--- config.mk ---
export PLATFORM = sky130hd
export DESIGN_NAME = data_memory_ws_flat
export DESIGN_NICKNAME = d
export VERILOG_FILES = /design/src/rtl/dmem_pkg.sv /design/src/rtl/data_memory_ws_if.sv /design/src/rtl/dmem_array.sv /design/src/rtl/data_memory_ws.sv /design/src/flat_wrapper.sv
export SDC_FILE = /design/constraint.sdc
export NUM_CORES = 1
export LEC_CHECK = 0
export BUFFER_PORTS_ARGS = -buffer_cell sky130_fd_sc_hd__buf_4
export CORE_MARGIN = 2
export CORE_UTILIZATION = 50
export CTS_CLUSTER_SIZE = 14
export DETAILED_ROUTE_END_ITERATION = 7
export GPL_ROUTABILITY_DRIVEN = 0
export PLACE_DENSITY = 0.69
export REMOVE_ABC_BUFFERS = 1
export SLEW_MARGIN = 25
export SYNTH_ARGS = -nofsm -noshare
export SYNTH_HDL_FRONTEND = slang
export SYNTH_SLANG_ARGS = --single-unit
--- constraint.sdc ---
create_clock -name clk_i -period 2.4 [get_ports clk_i]
set_clock_uncertainty 0.15 [all_clocks]
set_input_delay 0.48 -clock clk_i [delete_from_list [all_inputs] [get_ports clk_i]]
set_output_delay 0.48 -clock clk_i [all_outputs]
set_load 0.05 [all_outputs]
--- src/rtl/dmem_pkg.sv ---
// Shared types and helpers for the wait-state data memory.
package dmem_pkg;

  typedef enum logic [1:0] {IDLE, BUSY, DONE} state_t;

  // Ceiling log2, used at elaboration time to size the word index.
  function automatic int log2c(input int n);
    int r;
    r = 0;
    for (int i = 0; i < 31; i++)
      if ((1 << i) < n) r = i + 1;
    return r;
  endfunction

endpackage

--- src/rtl/data_memory_ws_if.sv ---
// Request/response bundle between the MEM stage and data_memory_ws.
// misalign_o exists only when DMEM_ALIGN_CHK_EN is defined.
interface data_memory_ws_if #(
  parameter int DATA_WIDTH = 32,
  parameter int ADDR_WIDTH = 32
);
  logic                    memRead_i;
  logic                    memWrite_i;
  logic [ADDR_WIDTH-1:0]   ALUOut_i;
  logic [DATA_WIDTH-1:0]   WriteData_i;
  logic [DATA_WIDTH/8-1:0] byteEn_i;
  logic [DATA_WIDTH-1:0]   ReadData_o;
  logic                    stall_o;
  logic                    done_o;
`ifdef DMEM_ALIGN_CHK_EN
  logic                    misalign_o;

  modport master (output memRead_i, memWrite_i, ALUOut_i, WriteData_i, byteEn_i,
                  input  ReadData_o, stall_o, done_o, misalign_o);
  modport slave  (input  memRead_i, memWrite_i, ALUOut_i, WriteData_i, byteEn_i,
                  output ReadData_o, stall_o, done_o, misalign_o);
`else
  modport master (output memRead_i, memWrite_i, ALUOut_i, WriteData_i, byteEn_i,
                  input  ReadData_o, stall_o, done_o);
  modport slave  (input  memRead_i, memWrite_i, ALUOut_i, WriteData_i, byteEn_i,
                  output ReadData_o, stall_o, done_o);
`endif
endinterface

--- src/rtl/dmem_array.sv ---
// Word RAM with per-byte write enables and a registered, resettable read port.
module dmem_array #(
  parameter int DATA_WIDTH = 32,
  parameter int DEPTH      = 32,
  parameter int IW         = 5
) (
  input  logic                    gclk,
  input  logic                    grst_n,
  input  logic [DATA_WIDTH/8-1:0] we,
  input  logic                    re,
  input  logic [IW-1:0]           idx,
  input  logic [DATA_WIDTH-1:0]   wdata,
  output logic [DATA_WIDTH-1:0]   rdata
);
  localparam int BW = DATA_WIDTH / 8;

  logic [DATA_WIDTH-1:0] mem [DEPTH];

  // Storage is deliberately not reset.
  always_ff @(posedge gclk) begin
    for (int b = 0; b < BW; b++)
      if (we[b]) mem[idx][b*8 +: 8] <= wdata[b*8 +: 8];
  end

  always_ff @(posedge gclk or negedge grst_n) begin
    if (!grst_n)  rdata <= '0;
    else if (re)  rdata <= mem[idx];
  end

endmodule

--- src/rtl/data_memory_ws.sv ---
// Data memory with LATENCY wait states: latches one request, stalls the
// pipeline until it completes, then pulses done_o. DMEM_ALIGN_CHK_EN adds misalign_o.
module data_memory_ws
  import dmem_pkg::*;
#(
  parameter int DATA_WIDTH = 32,
  parameter int DEPTH      = 32,
  parameter int ADDR_WIDTH = 32,
  parameter int LATENCY    = 2
) (
  input  logic             clk_i,
  input  logic             rst_i,
  data_memory_ws_if.slave  bus
);
  localparam int IW = log2c(DEPTH);
  localparam int BW = DATA_WIDTH / 8;

  state_t                state, state_nxt;
  logic [3:0]            cnt;
  logic                  op_wr;
  logic [IW-1:0]         idx;
  logic [DATA_WIDTH-1:0] wdata;
  logic [BW-1:0]         ben;
  logic                  mis_q;
  logic                  req, accept, finish;
  logic [BW-1:0]         arr_we;
  logic                  arr_re;
  logic                  unused_addr;

  assign req = bus.memRead_i | bus.memWrite_i;

  always_ff @(posedge clk_i or negedge rst_i) begin
    if (!rst_i) state <= IDLE;
    else        state <= state_nxt;
  end

  always_comb begin
    state_nxt   = state;
    accept      = 1'b0;
    finish      = 1'b0;
    bus.stall_o = 1'b0;
    bus.done_o  = 1'b0;
    unique case (state)
      IDLE: if (req) begin
        accept      = 1'b1;
        bus.stall_o = 1'b1;
        state_nxt   = BUSY;
      end
      BUSY: begin
        bus.stall_o = 1'b1;
        if (cnt == 4'd0) begin
          finish    = 1'b1;
          state_nxt = DONE;
        end
      end
      DONE: begin
        bus.done_o = 1'b1;
        state_nxt  = IDLE;
      end
      default: state_nxt = IDLE;
    endcase
  end

  // Misaligned accesses (when checked) run their full latency but touch nothing.
  assign arr_we = (finish && op_wr && !mis_q) ? ben : '0;
  assign arr_re = finish && !op_wr && !mis_q;

  always_ff @(posedge clk_i or negedge rst_i) begin
    if (!rst_i) begin
      cnt   <= '0;
      op_wr <= 1'b0;
      idx   <= '0;
      wdata <= '0;
      ben   <= '0;
    end else if (accept) begin
      cnt   <= 4'(LATENCY - 1);
      op_wr <= bus.memWrite_i;
      idx   <= bus.ALUOut_i[IW+1:2];
      wdata <= bus.WriteData_i;
      ben   <= bus.byteEn_i;
    end else if (state == BUSY && cnt != 4'd0) begin
      cnt   <= cnt - 4'd1;
    end
  end

`ifdef DMEM_ALIGN_CHK_EN
  always_ff @(posedge clk_i or negedge rst_i) begin
    if (!rst_i)      mis_q <= 1'b0;
    else if (accept) mis_q <= |bus.ALUOut_i[1:0];
  end
  assign bus.misalign_o = (state == DONE) && mis_q;
  assign unused_addr    = ^bus.ALUOut_i[ADDR_WIDTH-1:IW+2];
`else
  assign mis_q       = 1'b0;
  assign unused_addr = ^{bus.ALUOut_i[ADDR_WIDTH-1:IW+2], bus.ALUOut_i[1:0]};
`endif

  dmem_array #(
    .DATA_WIDTH (DATA_WIDTH),
    .DEPTH      (DEPTH),
    .IW         (IW)
  ) u_array (
    .gclk   (clk_i),
    .grst_n (rst_i),
    .we     (arr_we),
    .re     (arr_re),
    .idx    (idx),
    .wdata  (wdata),
    .rdata  (bus.ReadData_o)
  );

endmodule

--- src/flat_wrapper.sv ---
// flat-port wrapper written by rule: the top's interface ports become plain ports
module data_memory_ws_flat import dmem_pkg::*;
#(
  parameter int DATA_WIDTH = 32,
  parameter int DEPTH      = 32,
  parameter int ADDR_WIDTH = 32,
  parameter int LATENCY    = 2
)
  (clk_i, rst_i, bus_memRead_i, bus_memWrite_i, bus_ALUOut_i, bus_WriteData_i, bus_byteEn_i, bus_ReadData_o, bus_stall_o, bus_done_o);
  data_memory_ws_if #(.DATA_WIDTH(DATA_WIDTH), .ADDR_WIDTH(ADDR_WIDTH)) bus_i ();
  input  logic clk_i;
  input  logic rst_i;
  input wire logic [$bits(bus_i.memRead_i)-1:0] bus_memRead_i;
  input wire logic [$bits(bus_i.memWrite_i)-1:0] bus_memWrite_i;
  input wire logic [$bits(bus_i.ALUOut_i)-1:0] bus_ALUOut_i;
  input wire logic [$bits(bus_i.WriteData_i)-1:0] bus_WriteData_i;
  input wire logic [$bits(bus_i.byteEn_i)-1:0] bus_byteEn_i;
  output wire logic [$bits(bus_i.ReadData_o)-1:0] bus_ReadData_o;
  output wire logic [$bits(bus_i.stall_o)-1:0] bus_stall_o;
  output wire logic [$bits(bus_i.done_o)-1:0] bus_done_o;
  assign bus_i.memRead_i = bus_memRead_i;
  assign bus_i.memWrite_i = bus_memWrite_i;
  assign bus_i.ALUOut_i = bus_ALUOut_i;
  assign bus_i.WriteData_i = bus_WriteData_i;
  assign bus_i.byteEn_i = bus_byteEn_i;
  assign bus_ReadData_o = bus_i.ReadData_o;
  assign bus_stall_o = bus_i.stall_o;
  assign bus_done_o = bus_i.done_o;
  data_memory_ws #(.DATA_WIDTH(DATA_WIDTH), .DEPTH(DEPTH), .ADDR_WIDTH(ADDR_WIDTH), .LATENCY(LATENCY)) u_core (.clk_i(clk_i), .rst_i(rst_i), .bus(bus_i));
endmodule
==> results of run 1 <==
area by class of cell:
cell class,instances,area share
sequential,1104,0.592
timing repair buffer,569,0.117
antenna,1,0.0000451
inverter,4,0.000316
multi-input combinational,982,0.203
clock buffer,142,0.0510
tap,1144,0.0258
clock inverter,50,0.0109
repair_timing:
item                                    CTS  global route
resized for setup                       624           135
gates cloned                             18             3
pin swaps                               133            38
hold buffers                             43             0
endpoints found under the hold margin   122             0
buffers inserted                         34            35
setup endpoints to repair              1056          1057
power groups by stage:
stage	Clock, mW	Combinational (mW)	Sequential [mW]
2_1_floorplan	0	5.46	28.2
3_3_place_gp	0	17.2	27.7
3_5_place_dp	0	17.4	27.9
4_1_cts	16.7	20.6	27.5
5_1_grt	17.5	23.2	27.7
6_report	16.7	22.5	27.6
metal layers:
metal / share of wire / routed length [microns] / vias to the layer above / global-route usage
li1: - / - / 10100 / -
met1: 0.36 / 44800 / 12900 / 0.368
met2: 0.49 / 60300 / 1592 / 0.450
met3: 0.095 / 11700 / 325 / 0.0483
met4: 0.049 / 6040 / 0 / 0.123
met5: 0 / 0 / - / 0
per-stage QoR:
stage | worst slack, ps | power (mW) | instances | util | instance area [sq um]
after floorplan | -11160 | 33.7 | 2090 | - | 41900
after global placement | -463 | 44.8 | 3676 | 0.556 | 47300
after detailed placement | -539 | 45.4 | 3676 | 0.556 | 47300
after CTS | -97.0 | 64.8 | 3960 | 0.640 | 54400
after global routing | -211 | 68.4 | 3995 | 0.652 | 55400
final | -209 | 66.7 | 3996 | 0.652 | 55400
cell usage in the layout (no fill, tap or decap), drive strengths merged, types with 14 or more instances in the layout:
master	synthesis	routed
dlygate4sd3	0	43
buf	89	518
bufinv	0	14
a31oi	23	23
clkinv	0	28
mux4	124	124
a221oi	22	22
o22ai	111	111
nor2	176	176
a22oi	27	27
clkbuf	36	145
or4	18	18
mux2i	259	259
edfxtp	1024	1024
dfrtp	80	80
nand2	58	58
mux2	49	49
state kept, by name (all words and copies together) (netlist names):
register and cells:
u_core.ben 4, u_core.state 2, u_core.u_array.mem 1024, u_core.wdata 32, u_core.cnt 4, u_core.op_wr 1
u_core.idx 5, u_core.u_array.rdata 32
cell families (layout without fill, tap and decap cells):
| kind of cell | after synthesis | after routing | share of synthesized area |
|---|---|---|---|
| AOI/OAI and AO/OA | 228 | 228 | 0.0376 |
| buffers and inverters | 129 | 765 | 0.0200 |
| adders and majority gates | 2 | 2 | 0.000585 |
| xor gates and xnor gates | 3 | 3 | 0.000614 |
| muxes | 432 | 432 | 0.139 |
| and+or+nand+nor | 317 | 317 | 0.0366 |
| DFF | 1104 | 1104 | 0.766 |
| other | 0 | 1 | 0 |
worst max-delay path, stage by stage (launching register included):
cell and delay, ps:
dfrtp_2 420, buf_12 150, buf_4 130, nand2b_1 300, nor2_4 350, nand2_2 390, nor2_4 230, buf_6 170
synthesized netlist by cell type (3+ instances only):
cell type / count
or4_1: 17
buf_2: 35
nand4bb_1: 5
a31oi_1: 23
and3_1: 7
nor2b_1: 4
o2111ai_1: 3
nand2_1: 57
dfrtp_1: 80
nor2_2: 3
o221ai_1: 5
a22o_1: 4
buf_4: 26
clkbuf_1: 35
a22oi_1: 27
edfxtp_1: 1024
mux2_2: 49
a2bb2oi_1: 6
nand4b_4: 4
or4b_1: 4
and2_1: 3
nor4_1: 8
buf_6: 23
a21oi_1: 8
mux2i_1: 259
nand2b_1: 5
or3_1: 3
o211ai_1: 6
a221oi_1: 19
nand3_1: 7
o22ai_1: 111
mux4_2: 124
nor3_1: 9
nor2_1: 173
a221oi_2: 3
final timing paths:
path,to,slack [ps],cells after the start
worst max-delay path,u_core.u_array.mem[4][8],-210,7
worst min-delay path,u_core.u_array.rdata[15],290,3
worst max register to register,u_core.u_array.mem[4][8],-210,7
worst min register to register,u_core.wdata[16],360,1
max in group asynchronous,u_core.wdata[2],1280,3
min in group clk_i,u_core.cnt[3],310,5
==> run summary, run 1 <==
hold crit path type - in2async
number of enable flip-flop cells after synthesis - 1024
Int Pwr - 44.6 mW
Num CTS Buffers - 104
Power Density - 1200 nW/um^2
post-route minimum period - 2610 ps
violated checks - negative setup slack
I/O Buffers - 78
site row count - 107
Initial Util - 0.503
Syn Area/Cell - 19.3 sq um
max-cap violation count - 0
Skew-Pair Late Insertion Delay - 660 ps
Ports - 106
via count - 24900
antenna-violating nets left - 0
nets - 2839
share of layout cells above drive strength 1 - 0.415
launch point of the worst reg-to-reg path - u_core.idx[3]
Final Hold Fails - 0
ranking of synthesized cells by area - edfxtp_1 (72%), mux4_2 (6.5%), mux2i_1 (6.1%), dfrtp_1 (4.7%), o22ai_1 (1.6%)
CP startpoint kind - flop
sw frac - 0.331
# DRC - 0
unique cell type count in the Yosys netlist - 60
YS warnings - 0
CP startpoint - u_core.idx[3]
gr usage total - 0.276
Yosys top cell area share - 0.719
largest net degree at the start of global routing - 81
Arr. time, crit path - 2820 ps
first-pass GRT wire length - 172 mm
initial antenna violation count - 1
Clock Tree Buf Depth - 3
crit path kind - reg2reg
Final Cycle Share - 1.09
Achievable Freq - 383 MHz
CTS Sinks - 1104
Seq pwr share - 0.413
leakage power - 18.8 nW
wire per inst - 30.7 microns
Vert. Die Dim - 296 microns
clock power share - 0.250
Die Width - 296 microns
RSZ-0062 raised after global routing - yes
Final WS setup - -209 ps
Reg clk slew, reported paths - 60 ps
First-pass DRT Iterations - 5
fill cell total of the finished layout - 5234
clock root buffer - clkbuf_16
DPL Wire Length - 73.9 mm
CTS tree - built
Max VDD drop - 0.00102 V
sequential fraction of the synthesis area - 0.766
CP endpoint kind - flop
Synth Register Bits - 1104
Initial DRC Count - 3146
switching power - 22.1 mW
vias in the first global route - 24900
Synth Flop Type - edfxtp_1
Crit Path Max Fanout - 8
Synth-to-Final Area Change - 29.6%
Worst EP required - 2610 ps
post-synthesis instance area - 42800 sq um
storage element area - 32800 sq um
WHS - 287 ps
fraction of registers with async set/reset - 0.0725
Total Negative Setup Slacks - -50850 ps
die area - 87900 sq um
# H-tree levels - 3
core area - 85000 sq um
post-synthesis cell count - 2215
Congestion Overflow GR - 0
area leader, netlist - edfxtp_1
Multi-input gate area - 11300 sq um
Worst slew margin - 0.316
combinational power share - 0.337
via/cell ratio - 6.24
WL final - 123 mm
run status - complete, but fails checks
Worst-Margin Slew - 1030 ps
Final Setup Violations - 1047
Slew Limit Fails - 0
No activity file was read; power rests on OpenSTA's default activity.
==> inputs of run 2 (changes only) <==
CTS_BUF_LIST = sky130_fd_sc_hd__clkbuf_8 sky130_fd_sc_hd__clkbuf_16   (was not set)
PLACE_DENSITY = 0.66   (was 0.69)
clock period = 2.95 ns   (was 2.4 ns; I/O delays follow)
==> run summary, run 2 (synthesis gave the netlist of run 1 again) <==
I/O Buffers - 78 (unchanged)
First-pass DRT Iterations - 6 (+1)
met3 WL - 9.04 mm (-23%)
sw frac - 0.324 (-0.00652)
Initial DRC Count - 2695 (-14%)
antenna-violating nets left - 0 (unchanged)
Int Pwr - 33.1 mW (-26%)
# placed instances - 3571 (-2.9%)
WL final - 109 mm (-11%)
Skew-Pair Late Insertion Delay - 670 ps (about the same)
nets - 2632 (-7.3%)
clock power share - 0.269 (+0.019)
core area - 85000 sq um (unchanged)
via count - 22800 (-8.5%)
gr usage total - 0.252 (-0.0239)
Reg clk slew, reported paths - 60 ps (about the same)
CP startpoint kind - flop
non-filler cells in the finished layout - 3792 (-5.1%)
register with the most flip-flops - u_core.u_array.mem
leakage power - 17.2 nW (-8.4%)
Final Hold Fails - 0 (unchanged)
met2 WL post-DR - 53.8 mm (-11%)
run status - complete, no violations
max layer used - met4
combinational power share - 0.273 (-0.064)
share of layout cells above drive strength 1 - 0.274 (-0.141)
hold wc startpoint - bus_WriteData_i[26]
Die Width - 296 microns (unchanged)
Slew Limit Fails - 0 (unchanged)
commonest non-fill, non-tap cell in the layout - edfxtp_1
Multi-input gate area - 9210 sq um (-18%)
fill cell total of the finished layout - 6168 (+18%)
clock root buffer - clkbuf_16
switching power - 15.9 mW (-28%)
Clock Tree Buf Depth - 3 (unchanged)
Final WS setup - 98.3 ps (+307 ps)
CP endpoint kind - flop
Initial Util - 0.503 (unchanged)
Metal-1 WL - 42.9 mm (-4.3%)
biggest regs - u_core.u_array.mem: 1024 flops, u_core.u_array.rdata: 32 flops, u_core.wdata: 32 flops
Vert. Die Dim - 296 microns (unchanged)
site row count - 107 (unchanged)
Worst-Margin Slew - 1070 ps (+46.4 ps)
first-pass GRT wire length - 157 mm (-8.9%)
post-route minimum period - 2850 ps (+243 ps)
launch point of the worst reg-to-reg path - u_core.idx[0]
Arr. time, crit path - 3290 ps (+470 ps)
Ant. Diodes - 0 (-1)
max-cap violation count - 0 (unchanged)
Power Density - 981 nW/um^2 (-18%)
Ports - 106 (unchanged)
hold crit path type - in2reg
CTS tree - built
final core area utilization - 0.588 (-0.0644)
die area - 87900 sq um (unchanged)
largest net degree at the start of global routing - 45 (-44%)
CP startpoint - u_core.idx[0]
Num CTS Buffers - 104 (unchanged)
DPL Wire Length - 72.1 mm (-2.3%)
initial antenna violation count - 2 (+1)
CTS Sinks - 1104 (unchanged)
Synth-to-Final Area Change - 16.8%
# H-tree levels - 3 (unchanged)
Seq pwr share - 0.458 (+0.045)
Congestion Overflow GR - 0 (unchanged)
Final Cycle Share - 0.967 (-0.120)
Final Setup Violations - 0 (-100%)
Max VDD drop - 0.000993 V (-2.5%)
Worst EP required - 3390 ps (+780 ps)
commonest non-fill, non-tap cells in the layout - edfxtp_1 (1024), buf_4 (314), mux2i_1 (259), nor2_1 (168), mux4_2 (124)
crit path kind - reg2reg
# DRC - 0 (unchanged)
vias in the first global route - 22700 (-9.1%)
max FFs per register - 1024 (unchanged)
Worst slew margin - 0.285 (-0.0309)
wire per inst - 28.8 microns (-6.2%)
RSZ-0062 raised after global routing - no
storage element area - 32800 sq um (about the same)
via/cell ratio - 6.02 (-3.5%)
Achievable Freq - 351 MHz (-8.5%)
Crit Path Max Fanout - 44 (+36)
Place WS - -57.8 ps (+481 ps)
Pwr Total - 49.0 mW (-26%)
WHS - 22.3 ps (-265 ps)
## run 2: changes by cell type in the layout (fill, tap and decap cells not counted), sizes merged, moves of 5 or more
cell / previous run / this run
buf: 518 / 342
dlygate4sd3: 43 / 20
inv: 4 / 36
clkbuf: 145 / 114
bufbuf: 5 / 0
clkinv: 28 / 36
## run 2: final timing paths
| check | end | cells past startpoint | slack, ps |
|---|---|---|---|
| max | u_core.u_array.rdata[2] | 7 | 100 |
| min | u_core.wdata[26] | 2 | 20 |
| max reg2reg | u_core.u_array.rdata[2] | 7 | 100 |
| min reg2reg | u_core.ben[2] | 1 | 360 |
| max in group asynchronous | u_core.wdata[31] | 3 | 1640 |
| min in group asynchronous | u_core.wdata[12] | 2 | 220 |
## run 2: worst max-delay path: stages (launching register included)
cell     delay [ps]
dfrtp_4         640
buf_12          360
inv_2           120
nor2_1          740
a22o_1          360
nor4_1           90
buf_4           130
a31oi_1         170
## run 2: timing repair
action	CTS	global route
cloned	0	0
hold buffers	20	0
resized for setup	0	4
pin swaps	0	0
endpoints found under the setup margin	1	221
endpoints found under the hold margin	51	0
buffers inserted	5	0
## run 2: cell type report
type,count,area share
Inverter,4,0.000300
Clock buffer,114,0.0555
Clock inverter,82,0.0126
Tap cell,1144,0.0286
Timing Repair Buffer,362,0.0624
Multi-Input combinational cell,982,0.184
Sequential cell,1104,0.656
## run 2: per-stage QoR
step                area [sq um]  setup TNS, ps
floorplan                  41900              -
global placement           46300              0
detailed placement         46300          -57.8
CTS                        49900              0
global route               50000              0
finish                     50000              0
## run 2: routing by layer
| layer | track usage | vias up |
|---|---|---|
| li1 | - | 9673 |
| met3 | 0.0448 | 162 |
| met5 | 0 | - |
| met4 | 0.0880 | 0 |
| met2 | 0.412 | 1049 |
| met1 | 0.345 | 11900 |
## run 2: power by group through the flow
stage	Combinational, mW	Sequential (mW)	Clock (mW)
2_1_floorplan	4.91	23.0	0
3_3_place_gp	13.0	22.7	0
3_5_place_dp	13.1	22.9	0
4_1_cts	13.4	22.5	13.3
5_1_grt	14.0	22.7	13.9
6_report	13.4	22.5	13.2
